<file path="src/rtl/fetch_pc_unit.sv">
// Fetch-stage PC register with return-address stack and redirect pulse.
// Optional: define PC_STACK_ERR_HALT_EN to halt on stack errors.
module fetch_pc_unit #(
   parameter int unsigned PC_W        = 12,
   parameter int unsigned OFF_W       = 8,
   parameter int unsigned STACK_DEPTH = 8
) (
   input  logic             clk,
   input  logic             rst,
   input  logic             ld_pc,
   input  logic             stall,
   input  logic [1:0]       instSel,
   input  logic             push,
   input  logic             pop,
   input  logic [OFF_W-1:0] branch_off,
   input  logic [PC_W-1:0]  jump_addr,
   input  logic             clr_err,
   output logic [PC_W-1:0]  pc,
   output logic             redirect,
   output logic             stack_full,
   output logic             stack_empty,
   output logic             stack_err,
   output logic             halted
);

   localparam int unsigned IDX_W = $clog2(STACK_DEPTH);
   localparam int unsigned SP_W  = IDX_W + 1;

   localparam logic [0:0] RUN = 1'b0;
`ifdef PC_STACK_ERR_HALT_EN
   localparam logic [0:0] HALT = 1'b1;
`endif

   logic [0:0]       state;
   logic [0:0]       state_n;
   logic [SP_W-1:0]  sp;
   logic [SP_W-1:0]  sp_n;
   logic [PC_W-1:0]  pc_n;
   logic [PC_W-1:0]  pc_inc;
   logic             redirect_n;
   logic             err_n;
   logic             err_evt;
   logic             wr_en;
   logic             upd;
   logic [IDX_W-1:0] wr_idx;
   logic [IDX_W-1:0] top_idx;
   logic [PC_W-1:0]  stack [STACK_DEPTH];

   assign stack_full  = (sp == SP_W'(STACK_DEPTH));
   assign stack_empty = (sp == '0);
   assign pc_inc      = pc + PC_W'(1);
   assign wr_idx      = sp[IDX_W-1:0];
   assign top_idx     = IDX_W'(sp - SP_W'(1));
   assign upd         = (state == RUN) && ld_pc && !stall;

`ifdef PC_STACK_ERR_HALT_EN
   assign halted = (state == HALT);
`else
   assign halted = 1'b0;
`endif

   // Next-PC selection: push+pop collapses to push, then pop, then instSel.
   always_comb begin
      pc_n       = pc;
      sp_n       = sp;
      redirect_n = 1'b0;
      err_evt    = 1'b0;
      wr_en      = 1'b0;
      state_n    = state;
      if (upd) begin
         if (push) begin
            pc_n       = jump_addr;
            redirect_n = 1'b1;
            if (pop || stack_full) err_evt = 1'b1;
            if (!stack_full) begin
               wr_en = 1'b1;
               sp_n  = sp + SP_W'(1);
            end
         end else if (pop) begin
            if (stack_empty) begin
               err_evt = 1'b1;
               pc_n    = pc_inc;
            end else begin
               pc_n       = stack[top_idx];
               sp_n       = sp - SP_W'(1);
               redirect_n = 1'b1;
            end
         end else begin
            case (instSel)
               2'b00: begin
                  pc_n       = pc + PC_W'($signed(branch_off));
                  redirect_n = 1'b1;
               end
               2'b10: begin
                  pc_n       = jump_addr;
                  redirect_n = 1'b1;
               end
               default: pc_n = pc_inc;
            endcase
         end
      end
`ifdef PC_STACK_ERR_HALT_EN
      // An erroneous cycle freezes everything and parks the unit.
      if (err_evt) begin
         pc_n       = pc;
         sp_n       = sp;
         wr_en      = 1'b0;
         redirect_n = 1'b0;
         state_n    = HALT;
      end
`endif
      if (err_evt)      err_n = 1'b1;
      else if (clr_err) err_n = 1'b0;
      else              err_n = stack_err;
   end

   always_ff @(posedge clk or negedge rst) begin
      if (!rst) begin
         state     <= RUN;
         pc        <= '0;
         sp        <= '0;
         redirect  <= 1'b0;
         stack_err <= 1'b0;
      end else begin
         state     <= state_n;
         pc        <= pc_n;
         sp        <= sp_n;
         redirect  <= redirect_n;
         stack_err <= err_n;
      end
   end

   // Stack storage needs no reset; contents are only read below sp.
   always_ff @(posedge clk) begin
      if (wr_en) stack[wr_idx] <= pc_inc;
   end

endmodule

</file>
<file path="config.mk">
export PLATFORM = sky130hd
export DESIGN_NAME = fetch_pc_unit
export DESIGN_NICKNAME = d
export VERILOG_FILES = /design/src/rtl/fetch_pc_unit.sv
export SDC_FILE = /design/constraint.sdc
export NUM_CORES = 1
export LEC_CHECK = 0
export BUFFER_PORTS_ARGS = -buffer_cell sky130_fd_sc_hd__buf_2
export CORE_MARGIN = 4
export CORE_UTILIZATION = 50
export DETAILED_ROUTE_END_ITERATION = 12
export PLACE_DENSITY = 0.71
export SLEW_MARGIN = 40
export SYNTH_ARGS = -nofsm -noshare
export SYNTH_HDL_FRONTEND = slang
export SYNTH_SLANG_ARGS = --single-unit
</file>
<file path="constraint.sdc">
create_clock -name clk -period 3.09 [get_ports clk]
set_input_delay 0.1545 -clock clk [delete_from_list [all_inputs] [get_ports clk]]
set_output_delay 0.1545 -clock clk [all_outputs]
set_load 0.05 [all_outputs]
</file>
==> out/metrics.csv <==
stage;metric;value;unit
status;status;finished, final reports clean;
drt;via density per instance;6.011;
finish;NumNets Final;510;
cts;root buf cell;clkbuf_16;
placed_design;Routability Congestion;0.8824;
placed_design;IO buf count;44;
timing;unrepaired setup endpoints after global routing;no;
synthesis;Mapped Area;0.005654;mm^2
floorplanning;die height;114.3;um
timing;final setup violation count;0;
floorplanning;Starting Density;51.70;%
synthesis;Post-Syn Area per Cell;13.89;um^2
setup_path;CP max stage cell;dfrtp_1;
drt;wire per inst;20.56;um
floorplanning;die width;114.3;um
synthesis;Async S/R FF share, synth;15.79;%
cts;setup bufs post-CTS;0;
setup_path;Worst R2R Path Depth;8;
finish;Area growth syn-to-layout;17.99;%
synthesis;EDFF count, synth;96;
global_routing;first-pass GRT wire length;20.07;mm
power_and_ir_drop;Clk pwr share;30.3;%
hold_path;WHS Path Cells;3;
floorplanning;Core Footprint;0.01094;mm^2
setup_path;Critical Path Stages;8;
synthesis;Yosys reg bits;114;
setup_path;worst path buffer plus inverter count;0;
global_routing;initial antenna violation count;0;
setup_path;critical path data required time;3.37;ns
power_and_ir_drop;Final Total Pwr;6.418;mW
timing;Final Cycle Share;82.96;%
setup_path;critical-path cell list;ha_1 > fa_1 > a211oi_1 > o21bai_1 > a211oi_1 > xnor2_1 > a221oi_1 > a21oi_1;
synthesis;Post-synth top flop;edfxtp_1;
drt;post-route ant nets;0;
timing;final period demand of the worst path;2.564;ns
power_and_ir_drop;switch share;35.76;%
power_and_ir_drop;power density over the cells;962.0;mW/mm^2
global_routing;total track usage;20.54;%
cts;CTS clk-pin slew, worst paths;0.06;ns
timing;Final Hold Fails;0;
setup_path;CP endpoint kind;flop;
timing;skew final;0.005272;ns
finish;share of cells above drive strength 1;26.10;%
power_and_ir_drop;Combinational Power Share;36.7;%
timing;slew margin rel.;39.07;%
drt;WL final;12.73;mm
timing;f_max;0.3901;GHz
cts;CTS tree;built;
cts;Max Buffers Root-to-Sink;2;
power_and_ir_drop;cell internal pwr;4.123;mW
synthesis;Yosys warnings;0;
cts;Num CTS Buffers;17;
global_routing;pin count of the biggest net entering global routing;31;
synthesis;synth cell count leaders;edfxtp_1, nand2_1, nor2_1, mux4_2, o21ai_0;
drt;TritonRoute pass-1 iters;4;
floorplanning;DIE AREA;0.01307;mm^2
floorplanning;Boundary Pins;46;
setup_path;crit-path max cell delay;0.48;ns
timing;fin. max-slew vios;0;
synthesis;Syn Inst Count;407;
run;number of max-cap violations;0;
cts;H-tree depth;4;
drt;# DRC;0;
timing;setup tns final;0;ns
global_routing;GR Overflow Total;0;
global_routing;vias in the first global route;3719;
drt;Iter 0 DRT Violations;269;
power_and_ir_drop;Pleak;2.450;nW
floorplanning;row cnt;38;
setup_path;CP top delay family;compound AO/OA/AOI/OAI gates;
cts;Clock Latency Late Sink;0.40;ns
power_and_ir_drop;Switch Pwr;2.295;mW
synthesis;cell with the most instances after synthesis;edfxtp_1;
setup_path;crit path DAT;2.84;ns
setup_path;crit path max fanout;9;
synthesis;register area share after synthesis;58.95;%
placed_design;HPWL after DPL;8.334;mm
setup_path;crit path kind;reg -> reg;
power_and_ir_drop;Max VDD drop;0.4728;mV
synthesis;Synth area leaders;edfxtp_1, mux4_2, dfrtp_1, ha_1, mux2i_1;
setup_path;Most Frequent Cell on Critical Path;a211oi_1;
drt;Vias;3721;
timing;Worst Tran Pin Value;0.9074;ns
synthesis;share of the synthesized area in the top cell type;50.98;%
synthesis;Synth area leader;edfxtp_1;
synthesis;Synth cell types;59;
hold_path;Worst Hold Class;in -> reg;
power_and_ir_drop;Flop pwr share;33.0;%
setup_path;Startpoint Class;flop;
finish;diodes inserted;0;
cts;CTS sink count;114;
synthesis;Mapped Nets;451;
worst reg2reg max path, delay by kind of cell (launching register included):
family | cells | cell delay [ns]
flip-flops | 1 | 0.48
AO/OA/AOI/OAI | 5 | 1.13
adder cells (fa/ha/maj) | 2 | 0.71
XOR/XNOR | 1 | 0.12
layout by cell type, fill, tap and decap left out, types with 14 or more instances in the layout:
master | netlist | layout
a21oi_1 | 14 | 14
buf_2 | 8 | 44
clkbuf_16 | 0 | 17
dfrtp_1 | 18 | 17
edfxtp_1 | 96 | 96
ha_1 | 14 | 14
inv_1 | 14 | 14
mux2i_1 | 16 | 16
mux4_2 | 23 | 23
nand2_1 | 30 | 30
nor2_1 | 28 | 28
o21ai_0 | 19 | 19
sequential cells by signal (all words and copies together), names as in the netlist:
signal     flops
stack         96
stack_err      1
sp             4
redirect       1
pc            12
routing by layer:
metal	vias up	global-route usage (%)	part of all wire, %	routed length (um)
met3	22	4.968	6.2	783
met1	1854	27.28	43	5476
li1	1715	-	-	-
met5	-	0	0	0
met4	0	6.809	1.9	240
met2	130	33.45	49	6229
metrics by stage:
| stage | cell area [um^2] | worst slack [ns] | util (%) | hold WS, ns | std cells |
|---|---|---|---|---|---|
| after floorplan | 5659 | 0.01875 | - | -0.1411 | 407 |
| after global placement | 6048 | 0.6319 | 55.31 | 0.1276 | 585 |
| after detailed placement | 6048 | 0.5393 | 55.31 | 0.1283 | 585 |
| after CTS | 6665 | 0.5295 | 60.95 | 0.05673 | 619 |
| after global routing | 6671 | 0.3708 | 61.01 | 0.06130 | 619 |
| final | 6671 | 0.5264 | 61.01 | 0.07423 | 619 |
power groups by stage:
stage | clock (mW) | sequential (mW) | combinational, mW
floorplan | 0 | 2.26 | 1.69
global placement | 0 | 2.13 | 2.30
detailed placement | 0 | 2.14 | 2.33
CTS | 1.98 | 2.11 | 2.36
global route | 2.07 | 2.14 | 2.55
finish | 1.95 | 2.12 | 2.35
area by class of cell:
class	count	area [um^2]
Clock buffer	17	425.4
Clock inverter	15	171.4
Timing Repair Buffer	59	337.8
Sequential cell	114	3334
Inverter	14	52.55
Tap cell	140	175.2
Fill cell	826	4264
Multi-Input combinational cell	260	2175
logic make-up (layout without fill, tap and decap cells):
family / after synthesis / count (layout) / share of synthesized area [%]
flip-flops: 114 / 114 / 58.95
AND/OR/NAND/NOR: 98 / 98 / 8.321
AO/OA/AOI/OAI: 81 / 81 / 9.782
multiplexers: 43 / 43 / 13.06
buffers and inverters: 33 / 105 / 2.965
XOR/XNOR: 22 / 22 / 3.408
adder cells (fa/ha/maj): 15 / 15 / 3.452
other: 1 / 1 / 0.06632
what timing repair did:
item	in CTS	in global routing
resized for setup	0	0
hold buffers	2	0
hold endpoints to repair	19	0
endpoints found under the setup margin	0	0
final timing paths:
check                       endpoint  slack, ns          from
max in group asynchronous      sp[0]       2.50           rst
setup / recovery              pc[10]       0.53         pc[0]
hold / removal                 pc[1]       0.07  jump_addr[1]
hold reg to reg            stack_err       0.54     stack_err
min in group asynchronous      pc[3]       0.24           rst
setup reg to reg              pc[10]       0.53         pc[0]
Note: power is estimated with default switching activity, not from simulation.
